===== src/rtl/acc_pkg.sv =====
// Shared types and constants for the accumulator-sharing controller.
package acc_pkg;

    typedef enum logic [1:0] {IDLE, STROBE, RECOVER} state_t;

    localparam int ACC_WIDTH = 20;

    // Counter/index width that never collapses to zero bits.
    function automatic int clog2_min1(input int n);
        return (n <= 2) ? 1 : $clog2(n);
    endfunction

endpackage


===== src/rtl/rr_pick.sv =====
// Combinational round-robin pick: first set request at or after ptr, wrapping.
module rr_pick #(
    parameter int N     = 2,
    parameter int IDX_W = 1
) (
    input  logic [N-1:0]     req,
    input  logic [IDX_W-1:0] ptr,
    output logic [N-1:0]     win,
    output logic [IDX_W-1:0] idx,
    output logic             vld
);

    // k is the distance from ptr; the first hit in distance order wins.
    always_comb begin
        win = '0;
        idx = '0;
        vld = 1'b0;
        for (int k = 0; k < N; k++) begin
            for (int j = 0; j < N; j++) begin
                if (!vld && req[j] && (j == (int'(ptr) + k) % N)) begin
                    vld    = 1'b1;
                    win[j] = 1'b1;
                    idx    = IDX_W'(j);
                end
            end
        end
    end

endmodule


===== src/rtl/acc_share_ctrl.sv =====
// Round-robin sharing of one accumulator; drives a single clean low add strobe
// per grant and holds it high long enough for the accumulator's edge detector.
module acc_share_ctrl
    import acc_pkg::*;
#(
    parameter int N_REQ       = 2,
    parameter int WIDTH       = ACC_WIDTH,
    parameter int RECOVER_CYC = 1
) (
    input  logic                   clk_i,
    input  logic                   rst_ni,
    input  logic [N_REQ-1:0]       req_i,
    input  logic [N_REQ*WIDTH-1:0] data_i,
    output logic [N_REQ-1:0]       gnt_o,
    output logic [N_REQ-1:0]       done_o,
    output logic                   add_no,
    output logic [WIDTH-1:0]       number_o,
    output logic                   busy_o
);

    localparam int IDX_W = clog2_min1(N_REQ);
    localparam int CNT_W = clog2_min1(RECOVER_CYC);

    state_t                        state_q, state_d;
    logic [IDX_W-1:0]              ptr_q, ptr_d;
    logic [CNT_W-1:0]              cnt_q, cnt_d;
    logic [N_REQ-1:0]              win_q, win_d;
    logic [N_REQ-1:0]              gnt_d, done_d;
    logic                          add_d;
    logic [WIDTH-1:0]              num_d;

    logic [N_REQ-1:0][WIDTH-1:0]   data_arr;
    logic [N_REQ-1:0]              pick_win;
    logic [IDX_W-1:0]              pick_idx;
    logic                          pick_vld;

    assign data_arr = data_i;

    rr_pick #(
        .N     (N_REQ),
        .IDX_W (IDX_W)
    ) u_pick (
        .req (req_i),
        .ptr (ptr_q),
        .win (pick_win),
        .idx (pick_idx),
        .vld (pick_vld)
    );

    // Every output except busy_o is computed here and registered, so the
    // accumulator only ever sees flop outputs.
    always_comb begin
        state_d = state_q;
        ptr_d   = ptr_q;
        cnt_d   = cnt_q;
        win_d   = win_q;
        num_d   = number_o;
        add_d   = 1'b1;
        gnt_d   = '0;
        done_d  = '0;
        unique case (state_q)
            IDLE: begin
                if (pick_vld) begin
                    num_d   = data_arr[pick_idx];
                    ptr_d   = (pick_idx == IDX_W'(N_REQ - 1)) ? '0 : pick_idx + 1'b1;
                    win_d   = pick_win;
                    gnt_d   = pick_win;
                    add_d   = 1'b0;
                    state_d = STROBE;
                end
            end
            STROBE: begin
                cnt_d   = CNT_W'(RECOVER_CYC - 1);
                done_d  = win_q;
                state_d = RECOVER;
            end
            RECOVER: begin
                if (cnt_q == '0) state_d = IDLE;
                else             cnt_d   = cnt_q - 1'b1;
            end
            default: state_d = IDLE;
        endcase
    end

    always_ff @(posedge clk_i or negedge rst_ni) begin
        if (!rst_ni) begin
            state_q  <= IDLE;
            ptr_q    <= '0;
            cnt_q    <= '0;
            win_q    <= '0;
            add_no   <= 1'b1;
            gnt_o    <= '0;
            done_o   <= '0;
            number_o <= '0;
        end else begin
            state_q  <= state_d;
            ptr_q    <= ptr_d;
            cnt_q    <= cnt_d;
            win_q    <= win_d;
            add_no   <= add_d;
            gnt_o    <= gnt_d;
            done_o   <= done_d;
            number_o <= num_d;
        end
    end

    assign busy_o = (state_q != IDLE);

endmodule


===== config.mk =====
export PLATFORM = sky130hd
export DESIGN_NAME = acc_share_ctrl
export DESIGN_NICKNAME = d
export VERILOG_FILES = /design/src/rtl/acc_pkg.sv /design/src/rtl/rr_pick.sv /design/src/rtl/acc_share_ctrl.sv
export SDC_FILE = /design/constraint.sdc
export NUM_CORES = 1
export LEC_CHECK = 0
export ABC_AREA = 0
export CORE_MARGIN = 4
export CORE_UTILIZATION = 44
export CTS_CLUSTER_DIAMETER = 80
export CTS_CLUSTER_SIZE = 20
export DETAILED_ROUTE_END_ITERATION = 16
export GPL_ROUTABILITY_DRIVEN = 0
export PLACE_DENSITY = 0.82
export SETUP_SLACK_MARGIN = 0.1
export SYNTH_ARGS = -nofsm -noshare
export SYNTH_HDL_FRONTEND = slang
export SYNTH_HIERARCHICAL = 1
export SYNTH_SLANG_ARGS = --single-unit

===== constraint.sdc =====
create_clock -name clk_i -period 4.3 [get_ports clk_i]
set_clock_uncertainty 0.2 [all_clocks]
set_input_delay 0.86 -clock clk_i [delete_from_list [all_inputs] [get_ports clk_i]]
set_output_delay 0.86 -clock clk_i [all_outputs]
set_load 0.02 [all_outputs]

==> flow_results.org <==
** Final layout
- The repair_antennas step left the layout with diodes totalling 0.
- Share of post-route cells with drive strength above 1 :: 0.337
- The filler cells instantiated in the layout total 265.
- The finished cells cover 0.00232 mm².
- From synthesis to final layout, the design area changed by 49.4%.
- For this run, the post-layout net count is 209.

** Worst setup path
- Crit path max fanout :: 21
- Broken down by cell family, the worst path's largest delay share belongs to compound AO/OA/AOI/OAI gates.
- Walking the worst path, the cells encountered are clkdlybuf4s50_1 > a21boi_4 > mux2_2 > mux2_2.
- Most used cell along the critical path :: mux2_2
- Startpoint Class :: primary input
- Worst Setup Path Type :: in2reg
- Endpoint kind of the worst setup timing path :: flop
- Data required time of the critical path :: 4.33 ns
- Crit-path slowest cell :: a21boi_4
- Bufs and invs on worst path :: 1
- Critical path launch point :: req_i[1]
- In this run the critical register-to-register path is launched from ptr_q$_DFFE_PN0P_.
- Worst path arrival time :: 2.84 ns
- Delay of the slowest cell on the worst path :: 0.78 ns

** Power
- Standby leakage power :: 0.00106 µW
- Power per cell area :: 655 mW/mm²
- Maximum vdd ir drop :: 0.325 mV

** STA
- Number of pins with negative max-slew slack in the final report :: 0
- Final period utilization :: 0.653
- Hold WS :: 0.294 ns
- Setup violations remaining at the end of the flow were counted as 0.
- Unrepaired setup endpoints after global routing :: no
- Upper clock frequency limit :: 0.356 GHz
- For the pin with the worst max-slew slack, the measured transition is 0.936 ns.
- Fin. Hold Viols :: 0
- In the final timing run, aggregate negative setup slack is 0 ns.
- Period minus WS final :: 2.81 ns
- Slew HR :: 0.374

** Drt
- For this run, design rule violations remaining after detail routing come to 0.
- Across all layers, the routed design uses 999 vias.
- Antenna violation net count after detailed routing :: 0
- After detailed routing, the average wire length per cell comes to 15.5 µm.
- Drt initial violations :: 13
- In the routed layout, each cell is associated on average with a via count of 4.71.
- Final WL :: 3.30 mm
- Initial DRT Pass Iterations :: 2

** Clock tree
- The root buffer cell chosen for the clock tree is clkbuf_4.
- Clock-pin slew was measured on the worst setup and hold paths at 0.10 ns.
- For the worst-skew pair, the clock arrives at the later sink with an insertion delay of 0.33 ns.
- Gates resized, CTS repair :: 0
- Clock buffers created by TritonCTS :: 5
- CTS tree :: done
- Quantity of hold-fixing buffers added after cts :: 0
- The clock drives 30 sinks.
- Number of buffers between clock root and the deepest sink :: 2
- CTS HTree Levels :: 2
- Number of setup buffers added after CTS :: 0

** GRT
- The via count of the first global-routing pass was 1,085.
- The first global-routing pass estimated 5.05 mm of wire.
- GR Util met2 :: 0.266
- Summed over all layers, the global routing overflow is 0.
- In the global route stage, met3 resource usage came out at 0.0549.
- Pin count of the biggest net entering global routing :: 31
- Top Usage Layer GRT :: met2
- In the global route stage, met1 resource usage came out at 0.170.
- For this run, the total global-route usage over all layers was measured as 0.155.
- The initial antenna violation count was 0.

** Floorplanning
- I/O pins :: 70
- The die covers 0.00454 mm².
- Initial Utilization :: 0.461
- Core Footprint :: 0.00336 mm²
- The die is 67.4 µm wide.
- Height of the chip :: 67.4 µm
- Number of standard-cell rows in the floorplan :: 21

** Logic synthesis
- The share of the Yosys chip area taken by registers is 0.485.
- Number of nets produced by synthesis :: 136
- Averaged over all synthesized cells, the footprint is 16.9 µm².
- Post-synthesis cell type count :: 14
- The synthesized design contains 30 register bits.
- Yosys printed 6 warnings.
- The synthesized netlist occupies a cell area of 0.00155 mm².
- After technology mapping, the gate count stands at 92.

** Worst hold path
- The path class of the tightest hold or removal check is reg2reg.
- In this run the most critical hold path is launched from win_q[1]$_DFFE_PN0P_.

** Status
- The flow ran to the end, and the final reports show no timing, DRC or antenna violations.

** Placement
- Port buffering added 69 buffers.
- Sum of net half-perimeters after detailed placement :: 2.49 mm
- Placed Area :: 0.00226 mm²

** Flow run
- Number of max-cap violations :: 0
synth_stat cells:
library cell / n / area (µm²)
or2_1: 1 / 6.26
buf_6: 3 / 33.8
a21boi_1: 3 / 22.5
dfrtp_1: 29 / 726
dfstp_2: 1 / 26.3
mux2i_1: 1 / 10.0
mux2_4: 40 / 601
and2b_2: 1 / 8.76
or2_2: 1 / 6.26
and2_1: 4 / 25.0
inv_1: 3 / 11.3
buf_12: 2 / 40.0
mux2_2: 2 / 22.5
nor3b_2: 1 / 12.5
state kept, by name, indices dropped and copies added (netlist names):
register  cells
state_q       2
done_o        2
win_q         2
gnt_o         2
ptr_q         1
add_no        1
number_o     20
logic make-up (layout without fill, tap and decap cells):
logic type             after synthesis  after routing  share of synthesized area
AND/OR/NAND/NOR                      8              8                     0.0379
AO/OA/AOI/OAI                        3              3                     0.0145
buffers and inverters                8             82                     0.0548
multiplexers                        43             43                      0.408
flip-flops                          30             30                      0.485
report_power, final:
group          switching [µW]  leakage (µW)  internal [µW]
Sequential               78.0      0.000358            420
Clock                    96.4     0.0000353           79.1
Combinational             346      0.000663            499
final cells by class:
type                       instances  area (µm²)  share of cell area
timing repair buffer              71         706               0.304
multi-input combinational         54         732               0.316
sequential                        30         752               0.324
clock inverter                     1        5.00             0.00216
tap                               46        57.6              0.0248
inverter                           3        11.3             0.00486
clock buffer                       7        55.1              0.0237
worst reg2reg max path: stages, from the launching register on:
cell and delay [ns]:
dfrtp_1 0.39, inv_1 0.11, a21boi_4 0.74, mux2_2 0.42, mux2_2 0.26
path summary, 6_finish.rpt:
| kind | end | slack (ns) | cells after the start |
|---|---|---|---|
| worst max-delay path | number_o[6]$_DFFE_PN0P_ | 1.49 | 4 |
| worst min register to register | done_o[1]$_DFF_PN0_ | 0.29 | 1 |
| worst max register to register | number_o[6]$_DFFE_PN0P_ | 2.09 | 4 |
| min in group asynchronous | number_o[13]$_DFFE_PN0P_ | 0.70 | 2 |
| max in group asynchronous | add_no$_DFF_PN1_ | 2.89 | 2 |
| worst min-delay path | done_o[1]$_DFF_PN0_ | 0.29 | 1 |
metal layers:
layer	routed length, µm	vias to the layer above
li1	-	461
met2	1710	45
met5	0	-
met4	48	0
met1	1280	486
met3	258	7
placed cells by master, fill, tap and decap left out:
| cell | instances |
|---|---|
| mux2i_1 | 1 |
| dfstp_2 | 1 |
| a21boi_4 | 1 |
| and2_1 | 4 |
| dfrtp_1 | 29 |
| nor3b_4 | 1 |
| clkinv_2 | 1 |
| a21boi_1 | 2 |
| buf_4 | 2 |
| clkbuf_1 | 1 |
| inv_1 | 3 |
| clkdlybuf4s50_1 | 69 |
| and2b_2 | 1 |
| or2_1 | 1 |
| clkbuf_8 | 1 |
| mux2_4 | 40 |
| clkbuf_4 | 5 |
| mux2_2 | 2 |
| or2_2 | 1 |
stage by stage:
step | utilization | setup WS [ns] | cells | total power [µW]
after floorplan | - | 2.08 | 92 | 1050
after global placement | 0.672 | 1.17 | 204 | 1340
after detailed placement | 0.672 | 1.12 | 204 | 1350
after CTS | 0.689 | 1.48 | 212 | 1540
after global routing | 0.689 | 1.43 | 212 | 1600
final | 0.689 | 1.49 | 212 | 1520
(Power assumes the default switching activity.)
